**src/rtl/voltage_to_code_if.sv**
```systemverilog
// Request/result handshake bundle for voltage_to_code.
// master drives the digits and out_ready; slave is the converter.
interface voltage_to_code_if #(
   parameter int unsigned ADC_BITS = 12
) ();
   logic                in_valid;
   logic                in_ready;
   logic [7:0]          int_digit;
   logic [7:0]          frac1_digit;
   logic [7:0]          frac2_digit;
   logic                out_valid;
   logic                out_ready;
   logic [ADC_BITS-1:0] out_code;
   logic                out_sat;
   logic                out_err;

   modport master (
      output in_valid, int_digit, frac1_digit, frac2_digit, out_ready,
      input  in_ready, out_valid, out_code, out_sat, out_err
   );

   modport slave (
      input  in_valid, int_digit, frac1_digit, frac2_digit, out_ready,
      output in_ready, out_valid, out_code, out_sat, out_err
   );
endinterface

```
**src/rtl/voltage_to_code.sv**
```systemverilog
// Converts a decimal voltage (d.dd volts) to the equivalent ADC code via a bit-serial restoring divide.
// Optional macro VOLTAGE_TO_CODE_ROUND_EN selects round-to-nearest instead of truncation.
module voltage_to_code #(
   parameter int unsigned VREF_MV  = 5000,
   parameter int unsigned ADC_BITS = 12,
   parameter int unsigned DIV_W    = 26
) (
   input logic               clk,
   input logic               rst,
   voltage_to_code_if.slave  bus
);
   localparam int unsigned MV_W  = 14;
   localparam int unsigned DIG_W = 8;
   localparam int unsigned CNT_W = $clog2(DIV_W);

`ifdef VOLTAGE_TO_CODE_ROUND_EN
   localparam logic [DIV_W-1:0] ROUND_ADD = DIV_W'(VREF_MV / 2);
`else
   localparam logic [DIV_W-1:0] ROUND_ADD = '0;
`endif

   typedef enum logic [1:0] {IDLE, CALC, DIV, DONE} state_t;

   state_t              state;
   logic [DIG_W-1:0]    d_int, d_f1, d_f2;
   logic [DIV_W-1:0]    num;
   logic [DIV_W-1:0]    rem;
   logic [ADC_BITS-1:0] quo;
   logic [CNT_W-1:0]    cnt;
   logic                in_ready_q;
   logic                out_valid_q;
   logic [ADC_BITS-1:0] out_code_q;
   logic                out_sat_q;
   logic                out_err_q;

   logic                digit_err_c;
   logic [MV_W-1:0]     mv_c;
   logic [DIV_W:0]      rem_shift_c;
   logic                rem_ge_c;

   // Digit check, millivolt value and one restoring-divide step
   always_comb begin
      digit_err_c = (d_int > DIG_W'(9)) || (d_f1 > DIG_W'(9)) || (d_f2 > DIG_W'(9));
      mv_c        = MV_W'(d_int[3:0]) * MV_W'(1000)
                  + MV_W'(d_f1[3:0])  * MV_W'(100)
                  + MV_W'(d_f2[3:0])  * MV_W'(10);
      rem_shift_c = {rem, num[DIV_W-1]};
      rem_ge_c    = (rem_shift_c >= (DIV_W+1)'(VREF_MV));
   end

   always_ff @(posedge clk) begin
      if (rst) begin
         state       <= IDLE;
         d_int       <= '0;
         d_f1        <= '0;
         d_f2        <= '0;
         num         <= '0;
         rem         <= '0;
         quo         <= '0;
         cnt         <= '0;
         in_ready_q  <= 1'b1;
         out_valid_q <= 1'b0;
         out_code_q  <= '0;
         out_sat_q   <= 1'b0;
         out_err_q   <= 1'b0;
      end else begin
         case (state)
            IDLE: begin
               if (bus.in_valid && in_ready_q) begin
                  d_int      <= bus.int_digit;
                  d_f1       <= bus.frac1_digit;
                  d_f2       <= bus.frac2_digit;
                  in_ready_q <= 1'b0;
                  state      <= CALC;
               end
            end
            CALC: begin
               // Bad digits take precedence over the saturation clamp
               if (digit_err_c) begin
                  out_err_q  <= 1'b1;
                  out_sat_q  <= 1'b0;
                  out_code_q <= '0;
                  state      <= DONE;
               end else if (mv_c >= MV_W'(VREF_MV)) begin
                  out_err_q  <= 1'b0;
                  out_sat_q  <= 1'b1;
                  out_code_q <= '1;
                  state      <= DONE;
               end else begin
                  out_err_q  <= 1'b0;
                  out_sat_q  <= 1'b0;
                  num        <= (DIV_W'(mv_c) << ADC_BITS) + ROUND_ADD;
                  rem        <= '0;
                  quo        <= '0;
                  cnt        <= CNT_W'(DIV_W - 1);
                  state      <= DIV;
               end
            end
            DIV: begin
               num <= {num[DIV_W-2:0], 1'b0};
               rem <= rem_ge_c ? DIV_W'(rem_shift_c - (DIV_W+1)'(VREF_MV))
                               : rem_shift_c[DIV_W-1:0];
               // Quotient upper bits are always zero since mv < VREF_MV
               quo <= {quo[ADC_BITS-2:0], rem_ge_c};
               if (cnt == CNT_W'(0)) begin
                  out_code_q <= {quo[ADC_BITS-2:0], rem_ge_c};
                  state      <= DONE;
               end else begin
                  cnt <= cnt - CNT_W'(1);
               end
            end
            DONE: begin
               if (!out_valid_q) begin
                  out_valid_q <= 1'b1;
               end else if (bus.out_ready) begin
                  out_valid_q <= 1'b0;
                  in_ready_q  <= 1'b1;
                  state       <= IDLE;
               end
            end
            default: state <= IDLE;
         endcase
      end
   end

   assign bus.in_ready  = in_ready_q;
   assign bus.out_valid = out_valid_q;
   assign bus.out_code  = out_code_q;
   assign bus.out_sat   = out_sat_q;
   assign bus.out_err   = out_err_q;
endmodule

```
**src/flat_wrapper.sv**
```systemverilog
// flat-port wrapper written by rule: the top's interface ports become plain ports
module voltage_to_code_flat 
#(
   parameter int unsigned VREF_MV  = 5000,
   parameter int unsigned ADC_BITS = 12,
   parameter int unsigned DIV_W    = 26
)
  (clk, rst, bus_in_valid, bus_int_digit, bus_frac1_digit, bus_frac2_digit, bus_out_ready, bus_in_ready, bus_out_valid, bus_out_code, bus_out_sat, bus_out_err);
  voltage_to_code_if #(.ADC_BITS(ADC_BITS)) bus_i ();
  input logic clk;
  input logic rst;
  input wire logic [$bits(bus_i.in_valid)-1:0] bus_in_valid;
  input wire logic [$bits(bus_i.int_digit)-1:0] bus_int_digit;
  input wire logic [$bits(bus_i.frac1_digit)-1:0] bus_frac1_digit;
  input wire logic [$bits(bus_i.frac2_digit)-1:0] bus_frac2_digit;
  input wire logic [$bits(bus_i.out_ready)-1:0] bus_out_ready;
  output wire logic [$bits(bus_i.in_ready)-1:0] bus_in_ready;
  output wire logic [$bits(bus_i.out_valid)-1:0] bus_out_valid;
  output wire logic [$bits(bus_i.out_code)-1:0] bus_out_code;
  output wire logic [$bits(bus_i.out_sat)-1:0] bus_out_sat;
  output wire logic [$bits(bus_i.out_err)-1:0] bus_out_err;
  assign bus_i.in_valid = bus_in_valid;
  assign bus_i.int_digit = bus_int_digit;
  assign bus_i.frac1_digit = bus_frac1_digit;
  assign bus_i.frac2_digit = bus_frac2_digit;
  assign bus_i.out_ready = bus_out_ready;
  assign bus_in_ready = bus_i.in_ready;
  assign bus_out_valid = bus_i.out_valid;
  assign bus_out_code = bus_i.out_code;
  assign bus_out_sat = bus_i.out_sat;
  assign bus_out_err = bus_i.out_err;
  voltage_to_code #(.VREF_MV(VREF_MV), .ADC_BITS(ADC_BITS), .DIV_W(DIV_W)) u_core (.clk(clk), .rst(rst), .bus(bus_i));
endmodule
```
**config.mk**
```make
export PLATFORM = sky130hd
export DESIGN_NAME = voltage_to_code_flat
export DESIGN_NICKNAME = d
export VERILOG_FILES = /design/src/rtl/voltage_to_code_if.sv /design/src/rtl/voltage_to_code.sv /design/src/flat_wrapper.sv
export SDC_FILE = /design/constraint.sdc
export NUM_CORES = 1
export LEC_CHECK = 0
export BUFFER_PORTS_ARGS = -buffer_cell sky130_fd_sc_hd__buf_2
export CELL_PAD_IN_SITES_DETAIL_PLACEMENT = 2
export CELL_PAD_IN_SITES_GLOBAL_PLACEMENT = 2
export CORE_MARGIN = 5
export CORE_UTILIZATION = 41
export CTS_CLUSTER_DIAMETER = 200
export CTS_CLUSTER_SIZE = 30
export DETAILED_ROUTE_END_ITERATION = 6
export PLACE_DENSITY_LB_ADDON = 0.1
export SKIP_CTS_REPAIR_TIMING = 1
export SLEW_MARGIN = 30
export SYNTH_ARGS = -nofsm -noshare
export SYNTH_HDL_FRONTEND = slang
export SYNTH_SLANG_ARGS = --single-unit
```
**constraint.sdc**
```tcl
create_clock -name clk -period 13.04 [get_ports clk]
set_input_delay 1.956 -clock clk [delete_from_list [all_inputs] [get_ports clk]]
set_output_delay 1.956 -clock clk [all_outputs]
set_load 0.02 [all_outputs]
```
==> impl_metrics.tcl, run 1 <==
set metrics [dict create \
    finalSetupViolCount 0 \
    synth_cell_type_count 62 \
    rows 46 \
    avgSynthCellArea_um2 8.495 \
    synth_ff_type "dfxtp_1" \
    syn_inst 778 \
    post_dp_cell_area_um2 6960 \
    postRouteAntennaNets 0 \
    period_share_pct 48.26 \
    grt_pass1_wl_um 30130 \
    track_usage_pct 19.82 \
    cts_max_level 3 \
    worstPathMaxFanout 41 \
    gp_congestion 0.7882 \
    p_int_uw 807.7 \
    yosysSeqAreaShare_pct 29.38 \
    portBuffers 43 \
    power_density_nw_per_um2 202.4 \
    cellLeakagePower_nw 3.252 \
    path_class "reg -> reg" \
    async_reset_ff_share_pct 0 \
    cts_buffers 9 \
    yosysWarnings 0 \
    synth_seq_cells 97 \
    grt_max_degree 74 \
    dieArea_um2 18760 \
    placedCellCount 1003 \
    hpwlAfterDp_um 13040 \
    reg2reg_from "u_core.d_int[2]$_SDFFE_PP0P_" \
    switching_share_pct 45.14 \
    drt_wl_total_um 17980 \
    fmax_ghz 0.1589 \
    layout_setup_ws_ns 6.747 \
    cp-startpoint "u_core.d_int[2]$_SDFFE_PP0P_" \
    clkPwrFrac_pct 18.9 \
    grt_pass1_vias 6131 \
    finalHoldViolCount 0 \
    netlist_area_um2 6609 \
    nets 895 \
    drive_gt1_share_pct 11.71 \
    reg2reg_slack_ns 6.75 \
    multi_input_comb_area_um2 4295 \
    p_switching_uw 664.7 \
    io_pins 44 \
    required_ns 13.28 \
    syn-num-nets 875 \
    grt.overflow.total 0 \
    start_util_pct 41.75 \
    worst_setup_path_start_kind "register" \
    worstReg2RegEnd "u_core.rem[23]$_SDFFE_PP0P_" \
    status "finished clean" \
    root_buffer "clkbuf_16" \
    drc 0 \
    drtIter0Drc 100 \
    viasPerCell 5.364 \
    clockBufferDepth 2 \
    tightest_slew_ns 0.8514 \
    slew_headroom_pct 42.50 \
    seqPwrFrac_pct 26.5 \
    die_h_um 137.0 \
    fin_crit_ns 6.293 \
    max-cap-violations 0 \
    critPathCaptureType "register" \
    clkTransAtPathRegs_ns 0.07 \
    via_count 5466 \
    numClockSinks 97 \
    fin_area_um2 7274 \
    clk_latency_ns 0.35 \
    ir_drop_mv 0.1199 \
    fin_skew_ns 0.01037 \
    drv_slew 0 \
    register_area_um2 1942 \
    drt_pre_antenna_iters 4 \
    r2r_cells 20 \
    final_cells 1019 \
    synth_edf_count 0 \
    combPwrFrac_pct 54.6 \
    fillers 1764 \
    grt_setup_unrepaired "no" \
    antenna_found_initial 0 \
    wl_per_cell_um 17.64 \
    antennaDiodeCount 0 \
    syn2layout_area_growth_pct 10.07 \
    min_path_type "reg -> reg" \
    cts_tree "done" \
    worstPathArrival_ns 6.53 \
    die_w_um 137.0 \
    coreArea_um2 15830 \
    dp_slack_ns 6.907 \
    setup-tns-final_ns 0 \
    endpoint "u_core.rem[23]$_SDFFE_PP0P_" \
]
==> placed cells by master, fill, tap and decap left out, types with 20 or more instances in the layout <==
cell type	count
nand2_1	103
dfxtp_1	97
a21oi_1	61
inv_1	54
ha_1	53
nor2_1	43
buf_2	42
nand2b_1	38
mux2i_1	35
nor2b_1	32
xor2_1	20
==> power groups by stage <==
| stage | sequential (mW) | combinational, mW | clock (mW) |
|---|---|---|---|
| 2_1_floorplan | 0.409 | 0.599 | 0 |
| 3_3_place_gp | 0.392 | 0.761 | 0 |
| 3_5_place_dp | 0.397 | 0.798 | 0 |
| 4_1_cts | 0.390 | 0.816 | 0.285 |
| 5_1_grt | 0.397 | 0.890 | 0.295 |
| 6_report | 0.390 | 0.804 | 0.278 |
==> synthesized netlist by cell type (4+ instances only) <==
cell,n,share of area [%]
nand2_1,103,5.9
a21oi_1,61,4.6
or3_1,5,0.47
xor2_1,20,2.7
a211oi_1,12,1.4
nor3_1,17,1.3
inv_1,54,3.1
nor4_1,8,0.76
ha_1,54,10
mux2_1,11,1.9
mux2i_1,35,5.3
o21ai_0,16,1.2
nand3b_1,10,1.1
mux2_2,14,2.4
nor2_1,43,2.4
nand3_1,9,0.68
fa_1,15,4.5
a311oi_1,9,1.2
nand4_1,4,0.38
a21o_1,7,0.80
dfxtp_1,97,29
nor2b_1,32,3.0
xnor2_1,16,2.1
clkbuf_1,29,1.6
nand2b_1,38,3.6
==> stage by stage <==
step / power (mW) / util (%) / hold slack [ns]
2_1_floorplan: 1.007 / - / 0.4360
3_3_place_gp: 1.153 / 43.98 / 0.4417
3_5_place_dp: 1.195 / 43.98 / 0.4581
4_1_cts: 1.492 / 45.93 / 0.4678
5_1_grt: 1.582 / 45.96 / 0.4905
6_report: 1.472 / 45.96 / 0.4629
==> metal layers <==
metal | up-vias | share of wire (%) | GRT usage (%)
li1 | 2683 | - | -
met1 | 2723 | 46 | 24.74
met2 | 39 | 51 | 36.16
met3 | 21 | 1.7 | 2.316
met4 | 0 | 1.3 | 4.933
met5 | - | 0 | 0
==> critical path, cell delays in order (launching register included) <==
cell and delay [ns]:
dfxtp_1 0.41, fa_1 0.62, inv_1 0.11, fa_1 0.51, inv_1 0.05, ha_1 0.33, nor2b_1 0.16, o21ai_0 0.22
nand2b_1 0.11, xnor2_1 0.14, ha_1 0.28, ha_1 0.40, nand4_1 0.16, a211oi_1 0.34, nor3_1 0.07, or2_2 0.31
o311a_1 0.17, o311a_1 0.54, a21oi_4 0.22, buf_4 0.57, mux2_2 0.42
==> final cells by class <==
class	count	area share, %
clock buffers	13	3.853
clock inverters	3	0.3956
inverters	54	2.786
multi-input cells	588	59.05
flip-flops and latches	97	26.69
well taps	216	3.715
repair buffers	48	3.509
==> logic make-up (layout without fill, tap and decap cells) <==
kind of cell / after synthesis / count (layout) / synth area share, %
AND/OR/NAND/NOR: 287 / 287 / 21.83
AO/OA/AOI/OAI: 136 / 136 / 13.95
flip-flops: 97 / 97 / 29.38
buffers and inverters: 93 / 118 / 5.736
adder cells (fa/ha/maj): 69 / 69 / 14.77
multiplexers: 60 / 60 / 9.561
XOR/XNOR: 36 / 36 / 4.771
==> registers in the layout (all words and copies together), names as in the netlist, 2 cells and up <==
name / cells
u_core.rem: 26
u_core.num: 13
u_core.bus.out_code: 12
u_core.quo: 11
u_core.d_f1: 8
u_core.d_f2: 8
u_core.d_int: 8
u_core.cnt: 5
u_core.state: 2
==> worst min path at each step <==
stage / start / endpoint / slack [ns] / depth (start not counted)
after global routing: u_core.d_f2[6]$_SDFFE_PP0P_ / u_core.d_f2[6]$_SDFFE_PP0P_ / 0.49 / 2
after floorplan: u_core.d_f1[4]$_SDFFE_PP0P_ / u_core.d_f1[4]$_SDFFE_PP0P_ / 0.44 / 2
final: u_core.d_f1[4]$_SDFFE_PP0P_ / u_core.d_f1[4]$_SDFFE_PP0P_ / 0.46 / 2
after CTS: u_core.d_f1[4]$_SDFFE_PP0P_ / u_core.d_f1[4]$_SDFFE_PP0P_ / 0.47 / 2
after detailed placement: u_core.d_f1[6]$_SDFFE_PP0P_ / u_core.d_f1[6]$_SDFFE_PP0P_ / 0.46 / 2
after global placement: u_core.bus.out_sat$_SDFFE_PP0P_ / u_core.bus.out_sat$_SDFFE_PP0P_ / 0.44 / 2
Power figures use the tool's default switching activity.
==> inputs of run 2 (changes only) <==
- CORE_UTILIZATION: 41 -> 34
- clock period: 13.04 -> 5.1 ns (I/O delays scaled with it)
==> impl_metrics.tcl, run 2 (same netlist as run 1, synthesis figures left out) <==
set metrics [dict create \
    finalPower_mw 4.954 \
    cts_buffers 9 \
    layout_common_cells "103 x nand2_1, 94 x dfxtp_1, 58 x a21oi_1" \
    root_buffer "clkbuf_16" \
    grt_pass1_vias 6254 \
    grt_pass1_wl_um 31750 \
    fmax_ghz 0.1942 \
    start_util_pct 34.29 \
    coreArea_um2 19270 \
    grt_setup_unrepaired "yes" \
    grt.overflow.total 0 \
    antennaDiodeCount 0 \
    die_h_um 149.4 \
    min_path_type "reg -> reg" \
    drt_pre_antenna_iters 4 \
    syn2layout_area_growth_pct 25.63 \
    slew_headroom_pct 31.22 \
    io_pins 44 \
    portBuffers 43 \
    antenna_found_initial 0 \
    drv_slew 0 \
    violations "negative setup slack" \
    largest-register "u_core.rem" \
    worstPathArrival_ns 5.40 \
    reg2reg_from "u_core.d_int[3]$_SDFFE_PP0P_" \
    layout_setup_ws_ns -0.05019 \
    highest_layer "met4" \
    postRouteAntennaNets 0 \
    nets 949 \
    dr_wl_met3_um 328 \
    fin_crit_ns 5.150 \
    worstPathMaxFanout 6 \
    finalSetupViolCount 30 \
    via_count 5726 \
    worst_setup_path_start_kind "register" \
    dieArea_um2 22330 \
    cts_tree "done" \
    hpwlAfterDp_um 13920 \
    largest_register_ffs 26 \
    clockBufferDepth 2 \
    hp-start "u_core.d_int[5]$_SDFFE_PP0P_" \
    drc 0 \
    cts_max_level 3 \
    track_usage_pct 17.38 \
    fin_area_um2 8303 \
    fin_skew_ns 0.008169 \
    drtIter0Drc 107 \
    grt_max_degree 72 \
    numClockSinks 97 \
    critPathMaxStageDelay_ns 0.58 \
    drive_gt1_share_pct 22.75 \
    wl_per_cell_um 18.43 \
    die_w_um 149.4 \
    clkTransAtPathRegs_ns 0.08 \
    fillers 2154 \
    viasPerCell 5.103 \
    cp_top_family "adder cells" \
    dr_wl_met2_um 10570 \
    critPathCaptureType "register" \
    required_ns 5.35 \
    cp-startpoint "u_core.d_int[3]$_SDFFE_PP0P_" \
    path_class "reg -> reg" \
    drt_wl_total_um 20680 \
    rows 51 \
    crit_slowest_cell "fa_1" \
    cellLeakagePower_nw 3.689 \
    power_density_nw_per_um2 596.7 \
    status "complete, but fails checks" \
    cp_cell_sequence "fa_1 -> inv_2 -> fa_1 -> inv_2 -> ha_4 -> nor2b_2 -> o21ai_1 -> nand2b_1 -> xnor2_2 -> ha_1 -> ha_4 -> nand4_1 -> a211oi_2 -> buf_4 -> nor3_1 -> or2_4 -> o311a_4 -> buf_4 -> o311a_4 -> a21oi_4 -> buf_12 -> buf_12 -> mux2_2" \
    dp_slack_ns -0.1801 \
    gp_congestion 0.7741 \
    finalHoldViolCount 0 \
    wl_met1_um 9627 \
    post_dp_cell_area_um2 7332 \
    period_share_pct 101.0 \
    tightest_slew_ns 1.030 \
    clk_latency_ns 0.36 \
    max-cap-violations 0 \
    ir_drop_mv 0.3008 \
    cp_num_buf_inv 6 \
    mostFrequentLayoutCell "nand2_1" \
]
[run 2: cell types whose count changed in the layout (fill, tap and decap cells not counted), moves of 6 or more]
cell,previous run,this run
buf_4,6,42
mux2_4,0,24
mux2_2,14,1
mux2_1,11,0
a211oi_1,12,5
a211oi_2,0,7
buf_12,0,6
clkbuf_16,9,15
[run 2: path summary, 6_finish.rpt]
| path | to | slack [ns] | cells past startpoint |
|---|---|---|---|
| worst max-delay path | u_core.quo[1]$_SDFFE_PP0P_ | -0.05 | 23 |
| worst min-delay path | u_core.d_int[5]$_SDFFE_PP0P_ | 0.47 | 2 |
| worst max register to register | u_core.quo[1]$_SDFFE_PP0P_ | -0.05 | 23 |
| worst min register to register | u_core.d_int[5]$_SDFFE_PP0P_ | 0.47 | 2 |
[run 2: power by group]
part | internal (mW) | switching [mW] | leakage (nW)
sequential | 0.893 | 0.101 | 0.789
combinational | 1.55 | 1.64 | 2.75
clock | 0.399 | 0.366 | 0.151
total | 2.84 | 2.11 | 3.69
[run 2: final cells by class]
type	instances	area [um^2]	share of cell area (%)
well taps	265	331.6	3.993
clock buffers	9	225.2	2.712
repair buffers	102	867.1	10.44
flip-flops and latches	97	1946	23.43
inverters	54	202.7	2.441
multi-input cells	588	4636	55.83
clock inverters	7	95.09	1.145
[run 2: metrics by stage]
stage | hold WS, ns | TNS [ns] | util (%) | instances
4_1_cts | 0.4660 | -11.88 | 39.71 | 1101
2_1_floorplan | 0.4360 | 0 | - | 778
6_report | 0.4660 | -0.5400 | 43.09 | 1122
3_5_place_dp | 0.4525 | -8.468 | 38.05 | 1085
3_3_place_gp | 0.4450 | -0.02689 | 38.05 | 1085
5_1_grt | 0.4905 | -9.933 | 43.09 | 1122
[run 2: tightest hold or removal path, cell delays in order, from the launching register on]
cell and delay (ns):
dfxtp_1 0.32, nand2_1 0.05, a21oi_1 0.05
[run 2: per-layer routing]
layer  up-vias  global-route usage, %
met4         0                  3.158
met1      2881                  23.19
met3        10                  2.635
met5         -                      0
li1       2798                      -
met2        37                  30.14
==> inputs of run 3 (changes only) <==
- ABC_AREA: default -> 1
- CELL_PAD_IN_SITES_DETAIL_PLACEMENT: 2 -> default
- CELL_PAD_IN_SITES_GLOBAL_PLACEMENT: 2 -> default
- CORE_UTILIZATION: 34 -> 45
- PLACE_DENSITY_LB_ADDON: 0.1 -> default
==> impl_metrics.tcl, run 3 <==
set metrics [dict create \
    finalSetupViolCount 0 \
    critPathCaptureType "register" \
    die_w_um 134.5 \
    antennaDiodeCount 0 \
    dieArea_um2 18090 \
    cts_max_level 3 \
    syn-num-nets 1176 \
    drive_gt1_share_pct 8.499 \
    portBuffers 43 \
    mostFrequentLayoutCell "nand2_1" \
    r2r_cells 27 \
    avgSynthCellArea_um2 6.464 \
    yosysSeqAreaShare_pct 27.84 \
    antenna_found_initial 0 \
    hold_depth 2 \
    nets 1198 \
    fmax_ghz 0.2168 \
    register_area_um2 1942 \
    drv_slew 0 \
    fin_skew_ns 0.01626 \
    async_reset_ff_share_pct 0 \
    coreArea_um2 15200 \
    hold_end "u_core.d_f1[7]$_SDFFE_PP0P_" \
    hpwlAfterDp_um 11460 \
    period_share_pct 90.45 \
    grt_setup_unrepaired "no" \
    reg2reg_from "u_core.d_int[1]$_SDFFE_PP0P_" \
    synth_top_cell_area_share_pct 27.84 \
    critPathMaxStageDelay_ns 0.61 \
    cp_num_buf_inv 6 \
    via_count 6383 \
    crit_slowest_cell "fa_1" \
    root_buffer "clkbuf_16" \
    start_util_pct 45.88 \
    numClockSinks 97 \
    yosysWarnings 0 \
    cts_tree "done" \
    wl_per_cell_um 12.42 \
    worstPathMaxFanout 18 \
    netlist_area_um2 6974 \
    slew_headroom_pct 50.50 \
    clk_latency_ns 0.36 \
    multi_input_comb_area_um2 4217 \
    worstPathArrival_ns 4.90 \
    fin_crit_ns 4.613 \
    clockBufferDepth 2 \
    drt_wl_total_um 16070 \
    die_h_um 134.5 \
    rows 45 \
    syn_inst 1079 \
    drt_pre_antenna_iters 5 \
    tightest_slew_ns 0.7416 \
    synth_seq_cells 97 \
    finalHoldViolCount 0 \
    cts_buffers 9 \
    track_usage_pct 18.12 \
    drtIter0Drc 313 \
    yosysMostFrequentCell "nand2_1" \
    postRouteAntennaNets 0 \
    drc 0 \
    worst_setup_path_start_kind "register" \
    netlist_top_cells_count "265 x nand2_1, 159 x nor2_1, 148 x inv_1, 101 x nand3_1, 97 x dfxtp_1" \
    syn2layout_area_growth_pct 9.329 \
    max-cap-violations 0 \
    ys_top_cells_by_area "dfxtp_1 28%, nand2_1 14%, ha_1 9.7%" \
    path_class "reg -> reg" \
    fillers 1614 \
    viasPerCell 4.933 \
    largest_register_ffs 26 \
    netlist.top_cell.by_area "dfxtp_1" \
    layout_common_cells "264 x nand2_1, 159 x nor2_1, 148 x inv_1" \
    grt_pass1_vias 5998 \
    synth_edf_count 0 \
    hp-start "u_core.d_f1[7]$_SDFFE_PP0P_" \
    gp_congestion 0.8618 \
    min_path_type "reg -> reg" \
    largest-register "u_core.rem" \
    synth_ff_type "dfxtp_1" \
    grt_max_degree 52 \
    io_pins 44 \
    status "finished clean" \
    synth_cell_type_count 36 \
    required_ns 5.39 \
    cp_top_family "adder cells" \
    worstReg2RegEnd "u_core.num[24]$_SDFFE_PP0P_" \
    cp_common_cell "nand2_1" \
    setup-tns-final_ns 0 \
    grt.overflow.total 0 \
    clkTransAtPathRegs_ns 0.07 \
    grt_pass1_wl_um 27780 \
    reg2reg_slack_ns 0.49 \
]
## run 3: cell count changes in the layout (fill, tap and decap cells not counted), moves of 8 or more
cell and change:
nor3_1 -11, nand4_1 +8, nand2_1 +161, mux2i_1 -33, nor2_1 +116, inv_1 +96, a311oi_1 -8, nand2b_1 -38
nor2b_1 -31, nand3_1 +93, mux2_4 -24, o21ai_0 +39, buf_4 -31
## run 3: how the worst max path moves through the flow
stage	start	end	cells past startpoint
floorplan	u_core.d_int[2]$_SDFFE_PP0P_	u_core.num[15]$_SDFFE_PP0P_	27
global placement	u_core.d_int[1]$_SDFFE_PP0P_	u_core.bus.out_code[7]$_SDFFE_PP0P_	24
detailed placement	u_core.d_int[1]$_SDFFE_PP0P_	u_core.bus.out_code[9]$_SDFFE_PP0P_	24
CTS	u_core.d_int[1]$_SDFFE_PP0P_	u_core.num[17]$_SDFFE_PP0P_	26
global route	u_core.d_int[1]$_SDFFE_PP0P_	u_core.num[19]$_SDFFE_PP0P_	27
finish	u_core.d_int[1]$_SDFFE_PP0P_	u_core.num[24]$_SDFFE_PP0P_	27
## run 3: worst min-delay path: stages (launching register included)
cell,delay (ns)
dfxtp_1,0.31
inv_1,0.05
a21oi_1,0.05
## run 3: layout make-up
cell class | instances | area share, %
clock buffers | 9 | 2.954
clock inverters | 7 | 1.067
inverters | 152 | 7.483
multi-input cells | 784 | 55.30
flip-flops and latches | 97 | 25.47
well taps | 188 | 3.085
repair buffers | 57 | 4.644
## run 3: kinds of logic (layout without fill, tap and decap cells)
group                      Yosys count  in the layout  synth area share (%)
AOI/OAI and AO/OA                  128            128                 9.724
xor gates and xnor gates            23             23                 2.888
adders and majority gates           69             69                 13.99
buffers and inverters              198            225                 11.86
DFF                                 97             97                 27.84
and+or+nand+nor                    564            564                 33.69
## run 3: metal layers
| layer | part of all wire [%] | GRT usage [%] | vias to the layer above |
|---|---|---|---|
| met2 | 42 | 28.18 | 76 |
| li1 | - | - | 3440 |
| met1 | 54 | 26.80 | 2853 |
| met5 | 0 | 0 | - |
| met4 | 1.0 | 4.242 | 0 |
| met3 | 3.0 | 2.310 | 14 |
## run 3: stage by stage
| stage | setup WS, ns | instance area (um^2) | hold WS (ns) | util (%) | cells |
|---|---|---|---|---|---|
| after global routing | 0.05947 | 7625 | 0.4663 | 50.16 | 1294 |
| after floorplan | 0.7456 | 6974 | 0.4233 | - | 1079 |
| after CTS | 0.4014 | 7587 | 0.4503 | 49.91 | 1293 |
| after global placement | 0.5045 | 7281 | 0.4336 | 47.89 | 1277 |
| after detailed placement | 0.4256 | 7281 | 0.4385 | 47.89 | 1277 |
| final | 0.4872 | 7625 | 0.4466 | 50.16 | 1294 |
Power of run 3 is not shown: default switching activity piles up to over one toggle a cycle in this logic, so the estimate is an artifact.
